--- src/rtl/div_arbiter_if.sv ---
// Bundle of requester, divider-side and response signals for div_arbiter.
// The slave modport is the arbiter's view; master is the surrounding system's view.
interface div_arbiter_if #(
  parameter int WIDTH = 16,
  parameter int NREQ  = 4,
  parameter int IDW   = 2
);
  logic [NREQ-1:0]       req_valid;
  logic [NREQ*WIDTH-1:0] req_dividend;
  logic [NREQ*WIDTH-1:0] req_divisor;
  logic [NREQ-1:0]       req_ready;
  logic                  div_start;
  logic [WIDTH-1:0]      div_dividend;
  logic [WIDTH-1:0]      div_divisor;
  logic                  div_ready;
  logic [WIDTH-1:0]      div_quotient;
  logic [WIDTH-1:0]      div_remainder;
  logic                  rsp_valid;
  logic                  rsp_ready;
  logic [IDW-1:0]        rsp_id;
  logic [WIDTH-1:0]      rsp_quotient;
  logic [WIDTH-1:0]      rsp_remainder;
  logic                  rsp_err;
  logic                  busy;

  modport slave (
    input  req_valid, req_dividend, req_divisor, div_ready, div_quotient,
           div_remainder, rsp_ready,
    output req_ready, div_start, div_dividend, div_divisor, rsp_valid, rsp_id,
           rsp_quotient, rsp_remainder, rsp_err, busy
  );

  modport master (
    output req_valid, req_dividend, req_divisor, div_ready, div_quotient,
           div_remainder, rsp_ready,
    input  req_ready, div_start, div_dividend, div_divisor, rsp_valid, rsp_id,
           rsp_quotient, rsp_remainder, rsp_err, busy
  );
endinterface

--- src/rtl/div_arbiter.sv ---
// Round-robin front end sharing one serial restoring divider among NREQ requesters.
// Define DIV_ARB_ZERO_CHECK_EN to answer divide-by-zero directly with rsp_err set.
module div_arbiter #(
  parameter int WIDTH = 16,
  parameter int NREQ  = 4,
  parameter int IDW   = 2
) (
  input logic          clk,
  input logic          reset,
  div_arbiter_if.slave bus
);
  localparam int unsigned NR = NREQ;

  typedef enum logic [2:0] {
    S_IDLE,
    S_ISSUE,
    S_SETTLE,
    S_WAIT,
    S_DONE
  } state_t;

  state_t           r_state;
  logic [IDW-1:0]   r_ptr;
  logic [IDW-1:0]   r_id;
  logic [WIDTH-1:0] r_dividend;
  logic [WIDTH-1:0] r_divisor;
  logic [WIDTH-1:0] r_quot;
  logic [WIDTH-1:0] r_rem;
  logic             r_start;
  logic             r_rsp_valid;
  logic             r_busy;
`ifdef DIV_ARB_ZERO_CHECK_EN
  logic             r_err;
`endif

  logic [2*NREQ-1:0] w_dbl;
  logic [NREQ-1:0]   w_rot;
  logic [IDW:0]      w_sum;
  logic              w_any;
  logic [IDW-1:0]    w_win;
  logic [IDW-1:0]    w_ptr_nxt;
  logic [NREQ-1:0]   w_grant;
  logic [WIDTH-1:0]  w_opa;
  logic [WIDTH-1:0]  w_opb;

  // Rotate so bit k is requester (ptr+k) mod NREQ; first set bit wins.
  assign w_dbl = {bus.req_valid, bus.req_valid};
  assign w_rot = NREQ'(w_dbl >> r_ptr);

  always_comb begin
    w_any = 1'b0;
    w_win = '0;
    w_sum = '0;
    for (int unsigned k = 0; k < NR; k++) begin
      if (!w_any && w_rot[k]) begin
        w_any = 1'b1;
        w_sum = {1'b0, r_ptr} + (IDW+1)'(k);
        if (w_sum >= (IDW+1)'(NR)) w_sum = w_sum - (IDW+1)'(NR);
        w_win = w_sum[IDW-1:0];
      end
    end
  end

  always_comb begin
    w_opa = '0;
    w_opb = '0;
    for (int unsigned i = 0; i < NR; i++) begin
      if (w_win == IDW'(i)) begin
        w_opa = bus.req_dividend[i*WIDTH +: WIDTH];
        w_opb = bus.req_divisor[i*WIDTH +: WIDTH];
      end
    end
  end

  assign w_ptr_nxt = (w_win == IDW'(NR - 1)) ? '0 : w_win + 1'b1;
  assign w_grant   = (w_any && r_state == S_IDLE && !reset) ? (NREQ'(1) << w_win) : '0;

  always_ff @(posedge clk) begin
    if (reset) begin
      r_state     <= S_IDLE;
      r_ptr       <= '0;
      r_id        <= '0;
      r_dividend  <= '0;
      r_divisor   <= '0;
      r_quot      <= '0;
      r_rem       <= '0;
      r_start     <= 1'b0;
      r_rsp_valid <= 1'b0;
      r_busy      <= 1'b0;
`ifdef DIV_ARB_ZERO_CHECK_EN
      r_err       <= 1'b0;
`endif
    end else begin
      case (r_state)
        S_IDLE: begin
          if (w_any) begin
            r_id       <= w_win;
            r_dividend <= w_opa;
            r_divisor  <= w_opb;
            r_ptr      <= w_ptr_nxt;
            r_busy     <= 1'b1;
            r_state    <= S_ISSUE;
`ifdef DIV_ARB_ZERO_CHECK_EN
            // Start is registered, so the zero test is made on the accept edge.
            r_start    <= (w_opb != '0);
`else
            r_start    <= 1'b1;
`endif
          end
        end
        S_ISSUE: begin
          r_start <= 1'b0;
`ifdef DIV_ARB_ZERO_CHECK_EN
          if (r_divisor == '0) begin
            r_quot      <= '1;
            r_rem       <= r_dividend;
            r_err       <= 1'b1;
            r_rsp_valid <= 1'b1;
            r_state     <= S_DONE;
          end else begin
            r_state <= S_SETTLE;
          end
`else
          r_state <= S_SETTLE;
`endif
        end
        S_SETTLE: r_state <= S_WAIT;
        S_WAIT: begin
          if (bus.div_ready) begin
            r_quot      <= bus.div_quotient;
            r_rem       <= bus.div_remainder;
            r_rsp_valid <= 1'b1;
            r_state     <= S_DONE;
`ifdef DIV_ARB_ZERO_CHECK_EN
            r_err       <= 1'b0;
`endif
          end
        end
        S_DONE: begin
          if (bus.rsp_ready) begin
            r_rsp_valid <= 1'b0;
            r_busy      <= 1'b0;
            r_state     <= S_IDLE;
          end
        end
        default: r_state <= S_IDLE;
      endcase
    end
  end

  assign bus.req_ready     = w_grant;
  assign bus.div_start     = r_start;
  assign bus.div_dividend  = r_dividend;
  assign bus.div_divisor   = r_divisor;
  assign bus.rsp_valid     = r_rsp_valid;
  assign bus.rsp_id        = r_id;
  assign bus.rsp_quotient  = r_quot;
  assign bus.rsp_remainder = r_rem;
  assign bus.busy          = r_busy;
`ifdef DIV_ARB_ZERO_CHECK_EN
  assign bus.rsp_err       = r_err;
`else
  assign bus.rsp_err       = 1'b0;
`endif
endmodule

--- src/flat_wrapper.sv ---
// flat-port wrapper written by rule: the top's interface ports become plain ports
module div_arbiter_flat 
#(
  parameter int WIDTH = 16,
  parameter int NREQ  = 4,
  parameter int IDW   = 2
)
  (clk, reset, bus_req_valid, bus_req_dividend, bus_req_divisor, bus_div_ready, bus_div_quotient, bus_div_remainder, bus_rsp_ready, bus_req_ready, bus_div_start, bus_div_dividend, bus_div_divisor, bus_rsp_valid, bus_rsp_id, bus_rsp_quotient, bus_rsp_remainder, bus_rsp_err, bus_busy);
  div_arbiter_if #(.WIDTH(WIDTH), .NREQ(NREQ), .IDW(IDW)) bus_i ();
  input logic clk;
  input logic reset;
  input wire logic [$bits(bus_i.req_valid)-1:0] bus_req_valid;
  input wire logic [$bits(bus_i.req_dividend)-1:0] bus_req_dividend;
  input wire logic [$bits(bus_i.req_divisor)-1:0] bus_req_divisor;
  input wire logic [$bits(bus_i.div_ready)-1:0] bus_div_ready;
  input wire logic [$bits(bus_i.div_quotient)-1:0] bus_div_quotient;
  input wire logic [$bits(bus_i.div_remainder)-1:0] bus_div_remainder;
  input wire logic [$bits(bus_i.rsp_ready)-1:0] bus_rsp_ready;
  output wire logic [$bits(bus_i.req_ready)-1:0] bus_req_ready;
  output wire logic [$bits(bus_i.div_start)-1:0] bus_div_start;
  output wire logic [$bits(bus_i.div_dividend)-1:0] bus_div_dividend;
  output wire logic [$bits(bus_i.div_divisor)-1:0] bus_div_divisor;
  output wire logic [$bits(bus_i.rsp_valid)-1:0] bus_rsp_valid;
  output wire logic [$bits(bus_i.rsp_id)-1:0] bus_rsp_id;
  output wire logic [$bits(bus_i.rsp_quotient)-1:0] bus_rsp_quotient;
  output wire logic [$bits(bus_i.rsp_remainder)-1:0] bus_rsp_remainder;
  output wire logic [$bits(bus_i.rsp_err)-1:0] bus_rsp_err;
  output wire logic [$bits(bus_i.busy)-1:0] bus_busy;
  assign bus_i.req_valid = bus_req_valid;
  assign bus_i.req_dividend = bus_req_dividend;
  assign bus_i.req_divisor = bus_req_divisor;
  assign bus_i.div_ready = bus_div_ready;
  assign bus_i.div_quotient = bus_div_quotient;
  assign bus_i.div_remainder = bus_div_remainder;
  assign bus_i.rsp_ready = bus_rsp_ready;
  assign bus_req_ready = bus_i.req_ready;
  assign bus_div_start = bus_i.div_start;
  assign bus_div_dividend = bus_i.div_dividend;
  assign bus_div_divisor = bus_i.div_divisor;
  assign bus_rsp_valid = bus_i.rsp_valid;
  assign bus_rsp_id = bus_i.rsp_id;
  assign bus_rsp_quotient = bus_i.rsp_quotient;
  assign bus_rsp_remainder = bus_i.rsp_remainder;
  assign bus_rsp_err = bus_i.rsp_err;
  assign bus_busy = bus_i.busy;
  div_arbiter #(.WIDTH(WIDTH), .NREQ(NREQ), .IDW(IDW)) u_core (.clk(clk), .reset(reset), .bus(bus_i));
endmodule
--- config.mk ---
export PLATFORM = sky130hd
export DESIGN_NAME = div_arbiter_flat
export DESIGN_NICKNAME = d
export VERILOG_FILES = /design/src/rtl/div_arbiter_if.sv /design/src/rtl/div_arbiter.sv /design/src/flat_wrapper.sv
export SDC_FILE = /design/constraint.sdc
export NUM_CORES = 1
export LEC_CHECK = 0
export CAP_MARGIN = 20
export CORE_MARGIN = 2
export CORE_UTILIZATION = 39
export DETAILED_ROUTE_END_ITERATION = 10
export PLACE_DENSITY_LB_ADDON = 0.2
export SLEW_MARGIN = 20
export SYNTH_ARGS = -nofsm -noshare
export SYNTH_HDL_FRONTEND = slang
export SYNTH_SLANG_ARGS = --single-unit
--- constraint.sdc ---
create_clock -name clk -period 2.7 [get_ports clk]
set_clock_uncertainty 0.15 [all_clocks]
set_input_delay 0.27 -clock clk [delete_from_list [all_inputs] [get_ports clk]]
set_output_delay 0.27 -clock clk [all_outputs]
set_load 0.03 [all_outputs]
After elaboration in Yosys (flattened, before gate mapping)
Index checks and enable logic that the tools add are counted.

word-level totals
  bits in registers = 74
  input bits = 168
  output and inout port bits = 74
  word-level logic and storage cells = 86

operators by class
  $add $sub $neg = 8
  $lt $le $gt $ge = 4
  eq/ne operators = 10
  shift operators = 2
  multiplexer cells = 32
  reductions and logical operators = 20

operator list
  operator               count
  $mux W16               8
  $mux W2                9
  $pmux W3 S5            1
  $ge A3 B3 Y1 const B   3
  $mux W3                3
  $reduce_and A3 Y1      3
  $shr A8 B2 Y4          1
  $sub A2 B1 Y2 const B  4
  $mux W1                7
  $add A2 B2 Y3 const B  2
  $eq A3 B2 Y1 const B   2
  $pmux W1 S2            3
  $reduce_and A2 Y1      3
  $reduce_bool A2 Y1     3
  $logic_and A1 B1 Y1    5
  $eq A2 B2 Y1 const B   2
  $logic_not A1 Y1       4
  $mux W4                1
  $ne A2 B2 Y1 const B   2
  $shl A1 B2 Y4 const A  1
  $add A2 B1 Y3 const B  1
  $eq A3 B1 Y1 const B   1
  $eq A3 B3 Y1 const B   1
  $ge A2 B3 Y1 const B   1
  other kinds (5)        5

Depth between registers and ports, before layout
Gate-level depths: netlist of run 1.

  depth in word-level cells = 16
  gate-level depth with buffers = 11
  mapped depth without buffers = 9

Worst setup path before layout of run 1
No wires, ideal clock.

  kind = in2reg
  start point = input bus_req_valid[1]
  end point = register u_core.r_dividend[11], in the netlist u_core.bus.div_dividend[11]
  library setup time = 79 ps
  arrival = 2190 ps
  required time = 2471 ps
  slack = 281 ps
  stages on the path = 10
  path buffers = 3
  cells stage by stage = or4_1 buf_6 and2_2 ha_1 buf_2 clkbuf_1 nand3b_1 a221oi_1 a211oi_1 nor3_1

on the way
  word-level cells in the longest chain between the ends = 16

RTL lines
  element                 RTL line            source
  start, declared         flat_wrapper.sv:12  input wire logic [$bits(bus_i.req_valid)-1:0] bus_req_valid;
  $shr A8 B2 Y4 *         div_arbiter.sv:48   assign w_rot = NREQ'(w_dbl >> r_ptr);
  $mux W1                 div_arbiter.sv:55   if (!w_any && w_rot[k]) begin
  $logic_not A1 Y1        div_arbiter.sv:55
  $logic_and A1 B1 Y1     div_arbiter.sv:55
  $mux W1                 div_arbiter.sv:55
  $logic_not A1 Y1        div_arbiter.sv:55
  $logic_and A1 B1 Y1     div_arbiter.sv:55
  $mux W1                 div_arbiter.sv:55
  $logic_not A1 Y1        div_arbiter.sv:55
  $logic_and A1 B1 Y1     div_arbiter.sv:55
  $mux W2 *               div_arbiter.sv:55
  via u_core.w_win[0]     div_arbiter.sv:40   logic [IDW-1:0] w_win;
  $logic_not A2 Y1        div_arbiter.sv:68   if (w_win == IDW'(i)) begin
  $mux W16 (3 in series)  div_arbiter.sv:68
  $mux W16 *              div_arbiter.sv:68
  end signal, assigned    div_arbiter.sv:98   r_dividend <= w_opa;
  end, declared           div_arbiter.sv:25   logic [WIDTH-1:0] r_dividend;

The timed path passes the listed nets; every way through them passes the cells marked *.
A chain may end at the register's enable or synchronous reset.

Worst setup path after layout of run 1
  start point = input bus_req_valid[2]
  end point = output bus_req_ready[3]

RTL lines
  element              RTL line            source
  $shr A8 B2 Y4 *      div_arbiter.sv:48
  $mux W1              div_arbiter.sv:55
  $logic_not A1 Y1     div_arbiter.sv:55
  $logic_and A1 B1 Y1  div_arbiter.sv:55
  $mux W1              div_arbiter.sv:55
  $logic_not A1 Y1     div_arbiter.sv:55
  $logic_and A1 B1 Y1  div_arbiter.sv:55
  $mux W1              div_arbiter.sv:55
  $logic_not A1 Y1     div_arbiter.sv:55
  $logic_and A1 B1 Y1  div_arbiter.sv:55
  $mux W2 *            div_arbiter.sv:55
  via u_core.w_win[0]  div_arbiter.sv:40
  $shl A1 B2 Y4 *      div_arbiter.sv:76   assign w_grant = (w_any && r_state == S_IDLE && !reset) ? (NREQ'(1) << w_win) : '0;
  $mux W4 *            div_arbiter.sv:76
  end, declared        flat_wrapper.sv:19  output wire logic [$bits(bus_i.req_ready)-1:0] bus_req_ready;

Marked as above.

==> flow_summary.ini, run 1 <==
[clock_network]
insertion_delay_ns = 0.35
root_buffer = clkbuf_8
cts_buffers = 9
cts_buffer_depth = 2
cts_tree = yes
cts_setup_buffers = 0
cts_sinks = 74
postCtsHoldBufs = 0
cts_max_level = 3
clkSlewWorstSetupHoldPaths_ns = 0.08

[synth]
yosysTopAreaCell = dfxtp_1
netlist_area_sq_mm = 0.00418
synthCells = 505
yosysUniqueCellTypes = 35
yosys_warnings = 0
ys_ff_latch = 74
synth.net_count = 677
ys_top_cells_by_area = dfxtp_1 35%, a21oi_1 8.7%, nor2_4 8.1%
ys_seq_area_frac = 0.354
synth_area_per_cell_sq_um = 8.28
netlist.area_leader.share = 0.354

[routing]
via_count = 4554
drc_errors = 0
via_per_inst = 5.20
drt_first_iter_violations = 277
wl_um = 14700
wire_per_inst_um = 16.7
ant_nets = 0
firstDrtPassIters = 7

[timing]
slew_violations = 0
final-hold-violation-count = 0
min_period_ns = 2.67
max-slew-margin-rel = 0.584
worstMarginPinSlew_ns = 0.624
finalSetupViolCount = 0
clock.fmax_mhz = 375
fin_tns_setup_ns = 0
whs_ns = 0.171
post-route-period-util = 0.989

[pwr]
power_density_mw_per_mm2 = 582
p_leak_nw = 2.56
ir_drop_mv = 0.388

[die]
start_util = 0.403
io_pins = 242
die_w_um = 108
dieArea_sq_mm = 0.0116
row_count = 37
die_h_um = 108
core-area_sq_mm = 0.0104

[global_routing]
grt_max_degree = 50
grt-ovfl-total = 0
grt_pass1_wl_um = 22100
track_usage = 0.239
grt_pass1_vias = 4541
antenna_found_initial = 0

[layout]
area_growth_pct = 68.9
final_nets = 906
multiInputGateArea_sq_mm = 0.00232
seq_area_sq_mm = 0.00148
diodes = 0
layout-drive-gt1-share = 0.149
fillerInstances = 872
post-route-util = 0.681

[worst_hold_path]
min_from = reset
hp-class = input port to flop

[setup_path]
worstReg2RegStart = u_core.r_ptr[1]
cp-start-kind = input port
cp-startpoint = bus_req_valid[2]
path_max_fanout = 17
cp.arrival_ns = 2.25
crit_required_ns = 2.28
endpoint_kind = primary output
crit_type = input port to primary output

[run]
drv_cap = 0

[placement]
port_buffers = 240
dp.final_hpwl_um = 10600
place_congestion = 0.862

[run_status]
status = finished clean
[worst max-delay path, cell delays in order]
cell             delay [ns]
clkdlybuf4s50_1        0.47
or4_4                  0.54
and2_2                 0.19
buf_4                  0.14
ha_4                   0.18
buf_12                 0.15
and2_1                 0.13
buf_4                  0.17
[Yosys cell counts, drive strengths merged]
cell / number
a21oi: 74
dfxtp: 74
nand2: 70
nor2: 41
inv: 35
nand3b: 35
nor3: 34
a211oi: 33
a221oi: 32
clkbuf: 32
buf: 19
and2: 6
ha: 4
a2bb2oi: 2
nand2b: 2
nand3: 2
or4: 2
and3b: 1
conb: 1
mux2i: 1
nor4b: 1
o21a: 1
o22ai: 1
o31ai: 1
or2: 1
[path summary, 6_finish.rpt]
kind	to	slack [ns]	cells past startpoint
worst min register to register	u_core.bus.rsp_quotient[0]	0.31	2
worst max register to register	u_core.bus.div_dividend[1]	0.29	10
worst min-delay path	u_core.bus.busy	0.17	2
worst max-delay path	bus_req_ready[3]	0.03	8
[report_power, final]
part	switching [mW]	leakage, nW	internal (mW)	total, mW
Sequential	0.113	0.607	1.21	1.32
Combinational	0.946	1.85	0.932	1.88
Clock	0.446	0.107	0.462	0.908
Total	1.50	2.56	2.60	4.11
[layout make-up]
type | instances | area share
Tap cell | 136 | 0.0241
Clock inverter | 6 | 0.0105
Timing Repair Buffer | 269 | 0.388
Clock buffer | 10 | 0.0195
Inverter | 35 | 0.0186
Multi-Input combinational cell | 345 | 0.329
Sequential cell | 74 | 0.210
[layout by cell type, fill, tap and decap left out, types with 4 or more instances in the layout]
cell,netlist,final
buf_12,3,8
nand3b_1,34,34
buf_4,2,23
clkbuf_8,0,10
inv_1,35,35
nor3_2,15,16
clkdlybuf4s50_1,0,233
clkinv_4,0,4
nor3_1,19,18
nor2_1,11,10
nor2_4,30,30
nand2_1,69,69
a211oi_1,33,33
a21oi_1,73,72
and2_1,5,5
dfxtp_1,74,73
a221oi_1,32,32
[cell families (layout without fill, tap and decap cells)]
| group | count (synthesis) | after routing | share of synthesized area |
|---|---|---|---|
| and+or+nand+nor | 195 | 195 | 0.304 |
| DFF | 74 | 74 | 0.354 |
| buffers and inverters | 86 | 320 | 0.102 |
| adders and majority gates | 4 | 4 | 0.0120 |
| other | 1 | 1 | 0.000897 |
| muxes | 1 | 1 | 0.00239 |
| AOI/OAI and AO/OA | 144 | 144 | 0.225 |
[layer usage]
| metal | part of all wire | routed length (um) | up-vias | global-route usage |
|---|---|---|---|---|
| met1 | 0.40 | 5800 | 2118 | 0.275 |
| li1 | - | - | 2231 | - |
| met5 | 0 | 0 | - | 0 |
| met3 | 0.076 | 1110 | 21 | 0.0539 |
| met4 | 0.017 | 250 | 0 | 0.0833 |
| met2 | 0.51 | 7480 | 184 | 0.434 |
[timing repair]
action                     4_1_cts  5_1_grt
resized for setup                3        6
setup endpoints to repair        2        2
cloned                           0        2
[flip-flops by register name, summed over array words and instances (netlist names)]
| register | count |
|---|---|
| u_core.bus.busy | 1 |
| u_core.bus.div_dividend | 16 |
| u_core.bus.div_divisor | 16 |
| u_core.bus.div_start | 1 |
| u_core.bus.rsp_id | 2 |
| u_core.bus.rsp_quotient | 16 |
| u_core.bus.rsp_remainder | 16 |
| u_core.bus.rsp_valid | 1 |
| u_core.r_ptr | 2 |
| u_core.r_state | 3 |
[through the flow]
step | std cells | instance area (sq um) | worst slack, ns | power, mW
floorplan | 505 | 4180 | 0.281 | 2.44
global placement | 857 | 6760 | -0.176 | 3.13
detailed placement | 857 | 6760 | -0.194 | 3.17
CTS | 873 | 6980 | 0.00616 | 4.09
global route | 875 | 7060 | -0.0322 | 4.32
finish | 875 | 7060 | 0.0302 | 4.11
Power figures use the tool's default switching activity.
==> run 2, diff against run 1 <==
Settings changed: CORE_ASPECT_RATIO set to 2.
==> flow_summary.ini, run 2 (synthesized netlist as in run 1, its figures left out) <==
[run_status]
status = finished clean

[setup_path]
cpMostUsedCell = buf_4
path_cells = clkdlybuf4s50_1 > or4_4 > and2_2 > buf_4 > ha_4 > buf_12 > and2_1 > buf_4
path_max_fanout = 10
crit_path_max_incr_delay_ns = 0.52
cp_slowest_cell = or4_4
crit_required_ns = 2.28
cp_top_family = buffers and inverters
endpoint_kind = primary output
cp.arrival_ns = 2.23
cp_num_buf_inv = 4
path_depth = 8
cp-start-kind = input port
crit_type = input port to primary output
r2r_cells = 10

[pwr]
switchingPower_mw = 1.54
p_total_mw = 4.73
pwr-share-seq = 0.279
p_leak_nw = 2.66
pwr-share-comb = 0.409
swShare = 0.326
ir_drop_mv = 0.417
power_density_mw_per_mm2 = 651
p_int_mw = 3.19
clockPowerShare = 0.312

[die]
core-area_sq_mm = 0.0105
start_util = 0.399
die_h_um = 150
dieArea_sq_mm = 0.0116
die_w_um = 77.2
row_count = 53
io_pins = 242

[clock_network]
root_buffer = clkbuf_16
cts_buffers = 9
cts_sinks = 74
insertion_delay_ns = 0.33
postCtsHoldBufs = 0
cts_buffer_depth = 2
cts_setup_buffers = 0
clkSlewWorstSetupHoldPaths_ns = 0.06
cts_max_level = 3
cts_tree = yes

[placement]
dp.final_hpwl_um = 10900
port_buffers = 240
place_congestion = 0.905
pre_cts_slack_ns = -0.271

[routing]
via_per_inst = 5.33
via_count = 4655
drc_errors = 0
wire_per_inst_um = 17.3
drt_first_iter_violations = 213
ant_nets = 0
firstDrtPassIters = 6
wl_um = 15200

[global_routing]
grt-ovfl-total = 0
track_usage = 0.251
grt_pass1_wl_um = 23400
antenna_found_initial = 0
grt_pass1_vias = 4708
grt_max_degree = 76

[timing]
post-route-period-util = 0.981
fin_tns_setup_ns = 0
clock.fmax_mhz = 378
whs_ns = 0.305
slew_violations = 0
max-slew-margin-rel = 0.373
min_period_ns = 2.65
final-hold-violation-count = 0
finalSetupViolCount = 0
final.setup.worst_slack_ns = 0.0512
worstMarginPinSlew_ns = 0.941

[worst_hold_path]
hp-class = flop to flop
min_path_cells = 2

[layout]
final_cell_mix = 232 x clkdlybuf4s50_1, 73 x a21oi_1, 73 x dfxtp_1
fillerInstances = 902
post-route-util = 0.693
final_nets = 904
area_growth_pct = 73.5
layout-drive-gt1-share = 0.144
final_common_cell = clkdlybuf4s50_1
diodes = 0

[run]
drv_cap = 0
[run 2: cell types whose count changed in the layout (fill, tap and decap cells not counted), moves of 2 or more]
cell       before  now
buf_4          23   17
bufinv_16       1    4
bufbuf_16       0    2
clkinv_4        4    1
clkbuf_16       2   10
buf_12          8   10
clkbuf_8       10    0
[run 2: worst paths after layout]
path | end | from | slack, ns
worst max-delay path | bus_req_ready[3] | bus_req_valid[3] | 0.05
worst min-delay path | u_core.bus.rsp_quotient[14] | u_core.bus.rsp_quotient[14] | 0.31
worst max register to register | u_core.bus.div_dividend[0] | u_core.r_ptr[1] | 0.22
worst min register to register | u_core.bus.rsp_quotient[14] | u_core.bus.rsp_quotient[14] | 0.31
[run 2: metrics by stage]
step | std cells | instance area (sq um)
2_1_floorplan | 505 | 4180
3_5_place_dp | 855 | 6750
6_report | 874 | 7260
4_1_cts | 873 | 7210
3_3_place_gp | 855 | 6750
5_1_grt | 874 | 7260
[run 2: final cells by class]
cell class              count  area (sq um)  area share
inverters                  35           131      0.0181
repair buffers            267          2790       0.385
flip-flops and latches     74          1480       0.204
multi-input cells         345          2310       0.318
clock inverters             6           138      0.0190
well taps                 137           171      0.0236
clock buffers              10           229      0.0316
[run 2: worst min-delay path, stage by stage, from the launching register on]
cell	delay, ns
dfxtp_1	0.31
nand2_1	0.05
a21oi_1	0.05
[run 2: what timing repair did]
item                       4_1_cts  5_1_grt
pin swaps                        0        1
resized for setup                6        7
setup endpoints to repair        6        8
cloned                           2        1
[run 2: layer usage]
layer / vias up / routed length [um] / share of wire / track usage
li1: 2232 / - / - / -
met1: 2175 / 5460 / 0.36 / 0.263
met2: 212 / 8110 / 0.54 / 0.458
met3: 36 / 1060 / 0.070 / 0.0695
met4: 0 / 524 / 0.035 / 0.117
met5: - / 0 / 0 / 0
[run 2: power groups by stage]
stage | Sequential [mW] | Combinational [mW] | Clock (mW)
2_1_floorplan | 1.55 | 0.895 | 0
3_3_place_gp | 1.34 | 1.81 | 0
3_5_place_dp | 1.34 | 1.85 | 0
4_1_cts | 1.32 | 1.91 | 1.50
5_1_grt | 1.33 | 2.06 | 1.55
6_report | 1.32 | 1.93 | 1.47
==> run 3, diff against run 2 <==
Settings changed: CORE_UTILIZATION 39 to 35.
Clock period 2.7 ns to 2.19 ns, I/O delays scaled along.
==> flow_summary.ini, run 3 (synthesized netlist as in run 1, its figures left out) <==
[setup_path]
cp_slowest_cell = dfxtp_4
cp.arrival_ns = 1.91
reg2reg_slack_ns = -0.08
crit_required_ns = 1.82
cp-start-kind = flop
path_max_fanout = 7
crit_path_max_incr_delay_ns = 0.37
cpMostUsedCell = and2_4
endpoint_kind = primary output
crit_type = flop to primary output
cp_top_family = simple AND/OR/NAND/NOR gates
cp_num_buf_inv = 2
path_cells = mux2i_1 > nor2_1 > nor3_2 > and2_4 > ha_4 > buf_12 > and2_4 > buf_6

[layout]
final_nets = 934
area_growth_pct = 90.9
layout-drive-gt1-share = 0.289
fillerInstances = 908
final_cell_mix = 231 x clkdlybuf4s50_1, 72 x dfxtp_1, 68 x nand2_1
final_common_cell = clkdlybuf4s50_1
diodes = 0

[timing]
post-route-period-util = 1.04
clock.fmax_mhz = 439
whs_ns = 0.273
final-hold-violation-count = 0
grt_setup_unrepaired = yes
max-slew-margin-rel = 0.596
final.setup.worst_slack_ns = -0.0903
worstMarginPinSlew_ns = 0.607
fin_tns_setup_ns = -1.28
min_period_ns = 2.28
finalSetupViolCount = 32
slew_violations = 0

[run]
drv_cap = 0

[global_routing]
grt_pass1_wl_um = 23700
grt_pass1_vias = 4800
grt_max_degree = 76
track_usage = 0.239
grt-ovfl-total = 0
antenna_found_initial = 0

[routing]
ant_nets = 0
drc_errors = 0
via_count = 4757
drt_first_iter_violations = 142
wl_um = 16200
via_per_inst = 5.22
firstDrtPassIters = 4
wire_per_inst_um = 17.7

[placement]
dp.final_hpwl_um = 11200
place_congestion = 0.901
port_buffers = 240

[run_status]
violations = setup timing
status = finished, violations left

[clock_network]
insertion_delay_ns = 0.33
cts_buffer_depth = 2
cts_max_level = 3
cts_buffers = 9
root_buffer = clkbuf_16
cts_sinks = 74
clkSlewWorstSetupHoldPaths_ns = 0.06
cts_tree = yes

[pwr]
p_leak_nw = 2.87
power_density_mw_per_mm2 = 767
ir_drop_mv = 0.485

[die]
io_pins = 242
dieArea_sq_mm = 0.0129
die_w_um = 81.3
die_h_um = 159
start_util = 0.357
core-area_sq_mm = 0.0117
row_count = 56

[worst_hold_path]
hp-class = input port to flop
[run 3: cell types whose count changed in the layout (fill, tap and decap cells not counted), moves of 3 or more]
cell	before	now
a211oi_1	33	15
and2_1	5	1
a21oi_2	1	26
buf_4	17	32
a221oi_1	32	0
buf_6	0	12
a211oi_2	0	17
bufinv_16	4	1
a221oi_2	0	32
ha_2	3	0
ha_4	1	4
a21oi_1	73	47
and2_4	0	5
[run 3: final timing paths]
path / start / endpoint / cells after the start
worst max-delay path: u_core.r_ptr[1] / bus_req_ready[1] / 8
worst min-delay path: reset / u_core.r_ptr[1] / 3
worst max register to register: u_core.r_ptr[1] / u_core.bus.div_divisor[0] / 11
worst min register to register: u_core.bus.rsp_quotient[10] / u_core.bus.rsp_quotient[10] / 2
[run 3: tightest hold or removal path, delay by kind of cell]
| kind | cells | cell delay (ns) |
|---|---|---|
| buffers and inverters | 2 | 0.35 |
| AO/OA/AOI/OAI | 1 | 0.13 |
[run 3: layout make-up]
| class | count | area (sq um) | area share |
|---|---|---|---|
| Timing Repair Buffer | 297 | 3100 | 0.389 |
| Multi-Input combinational cell | 345 | 2780 | 0.348 |
| Sequential cell | 74 | 1490 | 0.186 |
| Clock buffer | 10 | 229 | 0.0287 |
| Tap cell | 145 | 181 | 0.0227 |
| Inverter | 35 | 131 | 0.0165 |
| Clock inverter | 6 | 72.6 | 0.00909 |
[run 3: report_power, final]
part,internal (mW),switching (mW),leakage [nW]
registers,1.49,0.138,0.607
logic,1.54,1.44,2.12
clock network,0.895,0.611,0.144
[run 3: metrics by stage]
| stage | power [mW] | cell area, sq um | util | std cells | worst slack (ns) |
|---|---|---|---|---|---|
| 2_1_floorplan | 3.23 | 4470 | - | 505 | -0.0179 |
| 3_3_place_gp | 4.07 | 7050 | 0.602 | 869 | -0.500 |
| 3_5_place_dp | 4.12 | 7050 | 0.602 | 869 | -0.542 |
| 4_1_cts | 6.01 | 7820 | 0.668 | 907 | -0.0793 |
| 5_1_grt | 6.39 | 7980 | 0.682 | 912 | -0.230 |
| 6_report | 6.12 | 7980 | 0.682 | 912 | -0.0903 |
[run 3: metal layers]
metal	GRT usage	vias up	routed length (um)
li1	-	2287	-
met1	0.233	2251	5480
met2	0.435	179	8950
met3	0.0680	40	1050
met4	0.136	0	665
met5	0	-	0
[run 3: what timing repair did]
action / in CTS / in global routing
pin swaps: 35 / 13
cloned: 3 / 2
setup buffers: 19 / 3
resized for setup: 61 / 22
setup endpoints to repair: 36 / 36
hold buffers: 0 / 0
